--- src/rtl/sub4_pkg.sv ---
// Shared types and constants for the 4-bit subtractor result stage.
package sub4_pkg;

    typedef enum logic [1:0] {
        EMPTY = 2'd0,
        ONE   = 2'd1,
        TWO   = 2'd2
    } occ_state_t;

    typedef struct packed {
        logic [3:0] result;
        logic       co;
        logic       ovf;
        logic       zero;
        logic       neg;
    } sub4_entry_t;

    localparam int ENTRY_W = $bits(sub4_entry_t);

    localparam logic [3:0] SAT_POS = 4'b0111;
    localparam logic [3:0] SAT_NEG = 4'b1000;

endpackage

--- src/rtl/sub4_fifo2.sv ---
// Two-entry strict-FIFO buffer with EMPTY/ONE/TWO occupancy FSM.
// Handshake outputs are registered and depend only on occupancy.
module sub4_fifo2
    import sub4_pkg::*;
(
    input  logic               clk,
    input  logic               rst_n,
    input  logic               i_push,
    input  logic               i_pop,
    input  logic [ENTRY_W-1:0] i_data,
    output logic               o_in_ready,
    output logic               o_out_valid,
    output logic [ENTRY_W-1:0] o_data
);

    occ_state_t         r_state;
    logic [ENTRY_W-1:0] r_head;
    logic [ENTRY_W-1:0] r_tail;
    logic               r_in_ready;
    logic               r_out_valid;
    logic               w_push;
    logic               w_pop;

    assign w_push = i_push & r_in_ready;
    assign w_pop  = i_pop & r_out_valid;

    // Head always holds the oldest entry; tail is only occupied in TWO.
    always_ff @(posedge clk or negedge rst_n) begin
        if (!rst_n) begin
            r_state     <= EMPTY;
            r_head      <= '0;
            r_tail      <= '0;
            r_in_ready  <= 1'b1;
            r_out_valid <= 1'b0;
        end else begin
            case (r_state)
                EMPTY: begin
                    if (w_push) begin
                        r_head      <= i_data;
                        r_state     <= ONE;
                        r_out_valid <= 1'b1;
                    end
                end
                ONE: begin
                    if (w_push && w_pop) begin
                        r_head <= i_data;
                    end else if (w_push) begin
                        r_tail     <= i_data;
                        r_state    <= TWO;
                        r_in_ready <= 1'b0;
                    end else if (w_pop) begin
                        r_state     <= EMPTY;
                        r_out_valid <= 1'b0;
                    end
                end
                TWO: begin
                    if (w_pop) begin
                        r_head     <= r_tail;
                        r_state    <= ONE;
                        r_in_ready <= 1'b1;
                    end
                end
                default: begin
                    r_state     <= EMPTY;
                    r_in_ready  <= 1'b1;
                    r_out_valid <= 1'b0;
                end
            endcase
        end
    end

    assign o_in_ready  = r_in_ready;
    assign o_out_valid = r_out_valid;
    assign o_data      = r_head;

endmodule

--- src/rtl/sub4_result_stage.sv ---
// Registered result stage after the 4-bit subtractor: flags, sticky overflow, op counter.
// Optional saturation of overflowed results is enabled by defining SUB4_SATURATE_EN.
module sub4_result_stage
    import sub4_pkg::*;
#(
    parameter int CNT_W = 8
) (
    input  logic             clk,
    input  logic             rst_n,
    input  logic             in_valid,
    output logic             in_ready,
    input  logic [3:0]       in_n1,
    input  logic [3:0]       in_n2,
    input  logic [3:0]       in_result,
    input  logic             in_co,
    input  logic             in_ovf,
    output logic             out_valid,
    input  logic             out_ready,
    output logic [3:0]       out_result,
    output logic             out_co,
    output logic             out_ovf,
    output logic             out_zero,
    output logic             out_neg,
    output logic             sticky_ovf,
    input  logic             clr_sticky,
    output logic [CNT_W-1:0] op_count
);

`ifdef SUB4_SATURATE_EN
    // Signed overflow in a - b can only happen when signs differ, so a's sign picks the rail.
    function automatic logic [3:0] saturate(input logic n1_msb, input logic [3:0] res,
                                            input logic ovf);
        if (ovf)
            return n1_msb ? SAT_NEG : SAT_POS;
        return res;
    endfunction
`endif

    logic [3:0]       w_store_result;
    sub4_entry_t      w_wr_entry;
    sub4_entry_t      w_head;
    logic [ENTRY_W-1:0] w_head_bits;
    logic             w_in_ready;
    logic             w_out_valid;
    logic             w_push;
    logic             w_pop;
    logic             w_unused_ops;
    logic             r_sticky;
    logic [CNT_W-1:0] r_op_count;

`ifdef SUB4_SATURATE_EN
    assign w_store_result = saturate(in_n1[3], in_result, in_ovf);
`else
    assign w_store_result = in_result;
`endif

    // Operands are only consumed by the optional saturation path.
    assign w_unused_ops = ^{in_n1, in_n2};

    always_comb begin
        w_wr_entry        = '0;
        w_wr_entry.result = w_store_result;
        w_wr_entry.co     = in_co;
        w_wr_entry.ovf    = in_ovf;
        w_wr_entry.zero   = (w_store_result == 4'b0000);
        w_wr_entry.neg    = w_store_result[3];
    end

    sub4_fifo2 u_fifo (
        .clk         (clk),
        .rst_n       (rst_n),
        .i_push      (in_valid),
        .i_pop       (out_ready),
        .i_data      (w_wr_entry),
        .o_in_ready  (w_in_ready),
        .o_out_valid (w_out_valid),
        .o_data      (w_head_bits)
    );

    assign w_head = sub4_entry_t'(w_head_bits);
    assign w_push = in_valid & w_in_ready;
    assign w_pop  = w_out_valid & out_ready;

    // Set has priority over a same-cycle clear so no overflow event is lost.
    always_ff @(posedge clk or negedge rst_n) begin
        if (!rst_n) begin
            r_sticky   <= 1'b0;
            r_op_count <= '0;
        end else begin
            if (w_push && in_ovf)
                r_sticky <= 1'b1;
            else if (clr_sticky)
                r_sticky <= 1'b0;
            if (w_pop)
                r_op_count <= r_op_count + 1'b1;
        end
    end

    assign in_ready   = w_in_ready;
    assign out_valid  = w_out_valid;
    assign out_result = w_head.result;
    assign out_co     = w_head.co;
    assign out_ovf    = w_head.ovf;
    assign out_zero   = w_head.zero;
    assign out_neg    = w_head.neg;
    assign sticky_ovf = r_sticky;
    assign op_count   = r_op_count;

endmodule

--- config.mk ---
export PLATFORM = sky130hd
export DESIGN_NAME = sub4_result_stage
export DESIGN_NICKNAME = d
export VERILOG_FILES = /design/src/rtl/sub4_pkg.sv /design/src/rtl/sub4_fifo2.sv /design/src/rtl/sub4_result_stage.sv
export SDC_FILE = /design/constraint.sdc
export NUM_CORES = 1
export LEC_CHECK = 0
export ABC_AREA = 0
export CAP_MARGIN = 10
export CORE_UTILIZATION = 45
export DETAILED_ROUTE_END_ITERATION = 10
export PLACE_DENSITY = 0.75
export SLEW_MARGIN = 10
export SYNTH_ARGS = -nofsm -noshare
export SYNTH_HDL_FRONTEND = slang
export SYNTH_HIERARCHICAL = 1
export SYNTH_SLANG_ARGS = --single-unit
--- constraint.sdc ---
create_clock -name clk -period 1.81 [get_ports clk]
set_input_delay 0.2715 -clock clk [delete_from_list [all_inputs] [get_ports clk]]
set_output_delay 0.2715 -clock clk [all_outputs]
set_load 0.01 [all_outputs]
# Yosys cells after proc, flatten, opt, wreduce, memory -nomap -nowiden

Cells that the tools add are included.

Add/sub/neg operators: 1
Eq/ne operators: 10
Multiplexer cells: 21
Bitwise gates (word level): 5
Reductions and logical operators: 11

Operators with widths:

| cell                                                             | number |
|---|---|
| 8-bit 2-to-1 mux                                                 | 3 |
| 8-bit case mux with 3 select lines                               | 1 |
| 4-bit AND reduction                                              | 3 |
| 2-bit 2-to-1 mux                                                 | 5 |
| 2-bit by 1-bit != test with 1-bit output (second input constant) | 5 |
| 1-bit 2-to-1 mux                                                 | 9 |
| 8-bit by 1-bit adder with 8-bit output (second input constant)   | 1 |
| 1-bit case mux with 3 select lines                               | 2 |
| 2-bit case mux with 3 select lines                               | 1 |
| 5-bit AND reduction                                              | 1 |
| 4-bit zero test                                                  | 1 |
| 2-bit != test (second input constant)                            | 2 |
| 3-bit by 1-bit != test with 1-bit output (second input constant) | 1 |
| 1-bit NOT                                                        | 3 |
| 3-bit AND reduction                                              | 1 |
| 3-bit nonzero test                                               | 1 |
| 1-bit bitwise AND                                                | 2 |
| 2-bit by 1-bit == test with 1-bit output (second input constant) | 1 |
| 2-bit == test (second input constant)                            | 1 |
| 1-bit logical AND                                                | 2 |
| 2-bit zero test                                                  | 1 |
| 2-bit nonzero test                                               | 1 |

Flip-flop bits (word level): 29
Output and inout bits: 19
Word-level logic and storage cells: 55

# Logic depth before layout (Yosys ltp)

Depth in word-level cells: 5
Gate-level depth with buffers: 4

# Modules after synthesis

Netlist, hierarchy kept.

By module, submodules not included:

| module            | instances | cells each | area each (um^2) |
|---|---|---|---|
| sub4_fifo2        | 1         | 67         | 1,008.5 |
| sub4_result_stage | 1         | 34         | 411.6 |

# Worst setup path after synthesis

No wires, ideal clock.

Path kind: reg-to-reg
Start point: reg u_fifo.r_in_ready (netlist: u_fifo/o_in_ready)
End point: reg u_fifo.r_head[0] (netlist: u_fifo/o_data[0])
Library setup time: 0.125 ns
Data arrival time: 1.385 ns
Required time: 1.685 ns
Path slack: 0.300 ns
Cell stages (with the launch flop): 4
Buffers on the path: 0
Cells stage by stage: dfstp_2 > nand3b_1 > o211ai_4 > mux2_4

Longest elaborated chain between the ends: 4
Elaborated cells on any way between the ends: 5
Those cells by class: eq/ne: 2; bitwise: 1; reduce/logical: 2

RTL lines:

| what                                               | line             | text |
|---|---|---|
| from (decl)                                        | sub4_fifo2.sv:19 | `logic r_in_ready;` |
| from (signal assigned)                             | sub4_fifo2.sv:33 | `r_in_ready <= 1'b1;` |
| from (signal assigned)                             | sub4_fifo2.sv:50 | `r_in_ready <= 1'b0;` |
| from (signal assigned)                             | sub4_fifo2.sv:60 | `r_in_ready <= 1'b1;` |
| 1-bit bitwise AND (*)                              | sub4_fifo2.sv:24 | `assign w_push = i_push & r_in_ready;` |
| 1-bit logical AND                                  | sub4_fifo2.sv:45 | `if (w_push && w_pop) begin` |
| 2-bit by 1-bit != test with 1-bit output (no line) | n/a              |  |
| 4-bit AND reduction (no line) (*)                  | n/a              |  |
| to (signal assigned)                               | sub4_fifo2.sv:39 | `r_head <= i_data;` |
| to (signal assigned)                               | sub4_fifo2.sv:46 | `r_head <= i_data;` |
| to (signal assigned)                               | sub4_fifo2.sv:58 | `r_head <= r_tail;` |
| to (decl)                                          | sub4_fifo2.sv:17 | `logic [ENTRY_W-1:0] r_head;` |

Every way passes the cells marked *; elsewhere a longest branch is shown, timed or not.
A chain may end at the register's enable or synchronous reset.

# Final worst setup path

Start point: reg u_fifo.r_out_valid (netlist: u_fifo/o_out_valid)
End point: out out_valid

RTL lines:

| what                   | line                    | text |
|---|---|---|
| from (decl)            | sub4_fifo2.sv:20        | `logic r_out_valid;` |
| from (signal assigned) | sub4_fifo2.sv:34        | `r_out_valid <= 1'b0;` |
| from (signal assigned) | sub4_fifo2.sv:41        | `r_out_valid <= 1'b1;` |
| from (signal assigned) | sub4_fifo2.sv:53        | `r_out_valid <= 1'b0;` |
| to (decl)              | sub4_result_stage.sv:17 | `output logic out_valid,` |

No word-level cell between the ends.

==> summary.md <==
| Metric | Value |
|---|---|
| Syn Inst Count | 101 |
| FF+latch count, synth | 29 |
| Pin count of the biggest net entering global routing | 30 |
| Leakage Power | 0.863 nW |
| Crit path max-delay family | buffers and inverters |
| Vias in the first global route | 1004 |
| Total core area | 3030 sq um |
| Post-Route WL | 2.55 mm |
| Setup Skew | 0.00904 ns |
| Area leader, netlist | dfrtp_1 |
| Total grt overflow | 0 |
| Setup crit end kind | primary output |
| Syn. warnings | 6 |
| Antenna cells | 0 |
| Via density per instance | 5.05 |
| Final worst path period need | 1.66 ns |
| Core Util, Final | 62.4% |
| CTS tree | built |
| Final ANT Viol Nets | 0 |
| Synth area leaders | dfrtp_1 (49%), mux2_4 (17%), mux2_1 (7.1%) |
| Number of core rows | 20 |
| Die H | 58.2 um |
| Cts hold-fix bufs | 0 |
| Clock Tree Buf Depth | 2 |
| Area growth syn-to-layout | 33.1% |
| Layout Nets | 161 |
| M2 GR Usage | 28.7% |
| Reg clk slew, reported paths | 0.09 ns |
| Hpwl dp | 1.75 mm |
| DR vias | 939 |
| H-tree level count | 2 |
| Layout Cells excl Fill | 186 |
| TritonRoute pass-1 iters | 2 |
| Global placement routability congestion | 0.718 |
| First-pass GRT wire length | 4.53 mm |
| Num Clock Sinks | 29 |
| Synthesized area | 1420 sq um |
| Crit path buffers/inverters | 1 |
| Met1 Usage GRT | 23.2% |
| Fmax | 0.603 GHz |
| Unrepaired setup endpoints after global routing | false |
| IO Port Bufs | 29 |
| Fraction of layout cells with a size suffix above 1 | 28.9% |
| Fill cell count | 274 |
| Storage element area | 728 sq um |
| Post-synth ARST share | 100% |
| Syn nets | 121 |
| Post-synthesis sequential area ratio | 51.2% |
| Peak VDD IR | 0.000644 V |
| Post-synth EDFFs | 0 |
| Boundary pin count | 38 |
| Multi-input logic area | 674 sq um |
| Critical path's slowest cell | clkdlybuf4s50_1 |
| Most Crowded Layer GR | met2 |
| Pwr dens | 917 nW/um^2 |
| Worst setup SP type | flip-flop |
| Worst-margin pin slew | 0.365 ns |
| Max-cap check violation count | 0 |
| Worst Path Required | 1.54 ns |
| Routed len/inst | 13.7 um |
| All-Layer GR Usage | 18.1% |
| Initial Util | 46.9% |
| Setup violations, final | 0 |
| Met3 Use GR | 6.03% |
| Max incr delay on CP | 0.58 ns |
| WP data arrival | 1.39 ns |
| Initial DRC count | 9 |
| CTS buffer count | 5 |
| Initial antenna violation count | 0 |
| Share of the synthesized area in the top cell type | 49.3% |
| Setup TNS | 0 ns |
| Post-synth cell types | 31 |
| Slew headroom | 75.7% |
| Clk Latency, worst-skew pair | 0.32 ns |
| Hold Fails Final Rpt | 0 |
| Placed Cells | 177 |
| Cells along the critical path | clkdlybuf4s50_1 |
| Status | finished clean |
| Top_reg_cell synth | dfrtp_1 |
| DRC Markers | 0 |
| Period utilisation layout | 91.6% |
| CTS root buffer | clkbuf_4 |
| Die area | 3380 sq um |
| Mapped Avg Cell Area | 14.1 sq um |
| Final slew viol count | 0 |
| HP Class | input pin to asynchronous set/reset pin |
| Crit path kind | flip-flop to primary output |
| Crit Path Max Fanout | 10 |
| Die W | 58.2 um |
## through the flow
stage | hold slack [ns] | worst slack, ns | power [mW] | cell area, sq um
after detailed placement | 0.471 | 0.0164 | 1.20 | 1800
after global placement | 0.460 | 0.0436 | 1.18 | 1800
after CTS | 0.324 | 0.0124 | 1.76 | 1880
after global routing | 0.341 | 0.0845 | 1.84 | 1890
after floorplan | -0.0241 | 0.300 | 0.978 | 1420
final | 0.327 | 0.152 | 1.73 | 1890
## synthesized netlist by cell type (2+ instances only)
library cell / count
xnor2_1: 2
nor2_1: 4
nand2_2: 3
a21oi_1: 3
nand3_2: 2
o21ai_0: 2
mux2_4: 16
xor2_1: 5
inv_1: 2
nand2_1: 4
dfrtp_1: 28
nor3_2: 3
mux2_1: 9
## area by class of cell
type,instances,share of cell area [%]
timing repair buffer,34,18.0
multi-input combinational,69,35.7
tap,44,2.91
clock inverter,1,1.59
inverter,2,0.397
sequential,29,38.5
clock buffer,7,2.91
## routing by layer
metal  up-vias  share of wire (%)  wire length (um)
li1        442                  -                 -
met5         -                  0                 0
met3         2                4.5               115
met4         0               0.43                11
met2        25                 50              1280
met1       470                 45              1140
## worst paths after layout
| path | slack, ns | start | cells after the start | to |
|---|---|---|---|---|
| setup / recovery | 0.15 | u_fifo/o_out_valid | 1 | out_valid |
| hold / removal | 0.33 | rst_n | 2 | sticky_ovf |
| setup reg to reg | 0.21 | u_fifo/r_state[1] | 4 | u_fifo/o_data[7] |
| hold reg to reg | 0.49 | op_count[7] | 1 | op_count[7] |
| max in group asynchronous | 1.17 | rst_n | 2 | u_fifo/o_in_ready |
| min in group clk | 0.49 | op_count[7] | 1 | op_count[7] |
## registers in the layout, indices dropped and copies added (netlist names)
signal              count
op_count                8
sticky_ovf              1
u_fifo/o_data           8
u_fifo/o_in_ready       1
u_fifo/o_out_valid      1
u_fifo/r_state          2
u_fifo/r_tail           8
## logic make-up (layout without fill, tap and decap cells)
family                     count (synthesis)  after routing  share of synthesized area [%]
AOI/OAI and AO/OA                         11             11                           6.34
xor gates and xnor gates                   7              7                           4.32
adders and majority gates                  1              1                          0.881
buffers and inverters                      3             44                           1.32
DFF                                       29             29                           51.2
muxes                                     25             25                           24.1
and+or+nand+nor                           25             25                           11.9
## what timing repair did
| action | 4_1_cts | 5_1_grt |
|---|---|---|
| gates resized for setup | 0 | 1 |
| buffers inserted | 0 | 1 |
| endpoints found under the setup margin | 0 | 2 |
## where the power goes
group / total (mW) / leakage [nW] / internal (mW) / switching [mW]
sequential: 0.815 / 0.384 / 0.719 / 0.0969
clock: 0.546 / 0.0455 / 0.330 / 0.217
combinational: 0.371 / 0.434 / 0.216 / 0.155
total: 1.73 / 0.863 / 1.26 / 0.469
## placed cells by master, fill, tap and decap left out, types with 2 or more instances in the layout
cell	netlist	layout
clkdlybuf4s50_1	0	29
dfrtp_1	28	27
mux2_4	16	16
mux2_1	9	9
xor2_1	5	5
clkbuf_4	0	5
nand2_1	4	4
nor2_1	4	4
buf_4	0	4
nand2_2	3	3
nor3_2	3	3
a21oi_1	3	3
xnor2_1	2	2
nand3_2	2	2
inv_1	2	2
o21ai_0	2	2
Note: power is estimated with default switching activity, not from simulation.
==> variant, RTL diff (same flow settings) <==
The 3 states of `occ_state_t` get a one-hot encoding in 3 bits.
--- a/src/rtl/sub4_pkg.sv
+++ b/src/rtl/sub4_pkg.sv
@@ -1,10 +1,10 @@
 // Shared types and constants for the 4-bit subtractor result stage.
 package sub4_pkg;
 
-    typedef enum logic [1:0] {
-        EMPTY = 2'd0,
-        ONE   = 2'd1,
-        TWO   = 2'd2
+    typedef enum logic [2:0] {
+        EMPTY = 3'b001,
+        ONE   = 3'b010,
+        TWO   = 3'b100
     } occ_state_t;
 
     typedef struct packed {
Formal check against the unedited RTL: same outputs for any inputs over 10 cycles, from zero or initial values and one cycle with rst_n low; not proved beyond that.
==> variant against the unedited design <==
Routed wire length grew 15%. Sequential cell count grew 1. Design area grew 1.7%. Critical path depth grew 4. Hold slack gained 0.00069 ns. Die area grew 2.5%. Worst setup slack lost 0.070 ns. Fmax shrank 4.1%. Synthesized area grew 2.6%. Highest routed layer unchanged.
Power is not compared: it rests on default switching activity, and its combinational part moved more than twofold at a synthesized area within 25%.
==> variant: results (changes against the unedited design) <==
* DR WL met2 at 1520 um (was 1280 um)
* DP HPWL at 2150 um (was 1750 um)
* Hold_ws at 0.327 ns (about the same)
* Commonest cells in the netlist: 28 x dfrtp_1, 16 x mux2_2, 8 x mux2_4 (was 28 x dfrtp_1, 16 x mux2_4, 9 x mux2_1)
* M1 wire length at 1220 um (was 1140 um)
* Final nets at 181 (was 161)
* Crit-path max FO at 8 (was 10)
* Tightest Hold Check Type: input port to async pin (unchanged)
* Multiplexer area fraction after synthesis at 0.214 (was 0.241)
* Register area share after synthesis at 0.517 (was 0.512)
* Worst-Margin Slew at 0.499 ns (was 0.365 ns)
* First-pass GRT wire length at 5010 um (was 4530 um)
* Initial DRC count at 23 (was 9)
* Static Leak at 0.848 nW
* Fin Clk Skew at 0.00903 ns (was 0.00904 ns)
* Dpl cells at 198 (was 177)
* Routed wire length at 2920 um (was 2550 um)
* Post-synthesis adder-cell area fraction at 0.00859 (was 0.00881)
* Synthesized Nets at 135 (was 121)
* Met1 global-route usage at 0.236 (was 0.232)
* Total global-route track usage at 0.198 (was 0.181)
* Synth Area in XOR/XNOR at 0.0481 (was 0.0432)
* Synthesized instance count at 115 (was 101)
* Worst reg2reg path depth at 5 (was 4)
* Share of cells above drive strength 1 at 0.335 (was 0.289)
* Max layer used: met4 (unchanged)
* Vias in the first global route at 1095 (was 1004)
* R2R Setup Slk at 0.08 ns (was 0.21 ns)
* Vias per inst at 5.17 (was 5.05)
* Met3 WL at 146 um (was 115 um)
* Initial DRT Pass Iterations at 4 (was 2)
* Area after DPL at 1880 um2 (was 1800 um2)
* Met3 usage at 0.0637 (was 0.0603)
* Synth Area in Compound Gates at 0.0558 (was 0.0634)
* Synth area leaders: dfrtp_1 48%, mux2_2 12%, mux2_4 8.2% (was dfrtp_1 49%, mux2_4 17%, mux2_1 7.1%)
* Synth unique cells at 35 (was 31)
* FF-to-FF End: u_fifo/o_data[2]$_DFFE_PN0P_ (was u_fifo/o_data[7]$_DFFE_PN0P_)
* Met2 usage at 0.338 (was 0.287)
* Critical Path AT at 1.94 ns (was 1.39 ns)
* Post-Layout Cell Count at 205 (was 186)
* Worst r2r src: u_fifo/r_state[1]$_DFFE_PN0P_ (unchanged)
* Status: completed (unchanged)
* Routability congestion estimate at 0.737 (was 0.718)
* Placement Setup Slack at -0.135 ns (was 0.0164 ns)
* Largest net degree at the start of global routing at 31 (was 30)
-- variant: worst max path at each step --
| stage | startpoint | to | slack [ns] | cells past startpoint |
|---|---|---|---|---|
| finish | u_fifo/r_state[1]$_DFFE_PN0P_ | u_fifo/o_data[2]$_DFFE_PN0P_ | 0.08 | 5 |
| global route | u_fifo/r_state[1]$_DFFE_PN0P_ | u_fifo/o_data[7]$_DFFE_PN0P_ | 0.01 | 5 |
| CTS | u_fifo/r_state[1]$_DFFE_PN0P_ | u_fifo/o_data[2]$_DFFE_PN0P_ | 0.07 | 5 |
| detailed placement | in_valid | u_fifo/o_data[7]$_DFFE_PN0P_ | -0.13 | 6 |
| global placement | in_valid | u_fifo/o_data[0]$_DFFE_PN0P_ | -0.10 | 6 |
| floorplan | u_fifo/o_in_ready$_DFFE_PN1P_ | u_fifo/r_tail[0]$_DFFE_PN0P_ | 0.16 | 4 |
-- variant: where the power goes --
| group | total, mW | leakage, nW | internal, mW | switching (mW) |
|---|---|---|---|---|
| Clock | 0.363 | 0.0308 | 0.139 | 0.223 |
| Sequential | 1.19 | 0.372 | 0.955 | 0.232 |
| Combinational | 1.18 | 0.445 | 0.722 | 0.462 |
| Total | 2.73 | 0.848 | 1.82 | 0.917 |
-- variant: critical path, cell delays in order (launching register included) --
cell and delay [ns]:
dfrtp_1 0.43, nand2b_1 0.16, buf_4 0.15, a21oi_1 0.08
nor2_2 0.39, mux2_2 0.39
-- variant: cell type report --
cell class                      instances  area [um2]
Timing Repair Buffer                   42         387
Tap cell                               44        55.1
Sequential cell                        30         753
Inverter                                3        11.3
Clock buffer                            5        37.5
Fill cell                             277        1130
Multi-Input combinational cell         79         668
Clock inverter                          2        10.0
-- variant: what timing repair did --
item	in CTS	in global routing
resized for setup	1	0
setup endpoints to repair	1	0
hold endpoints to repair	0	0
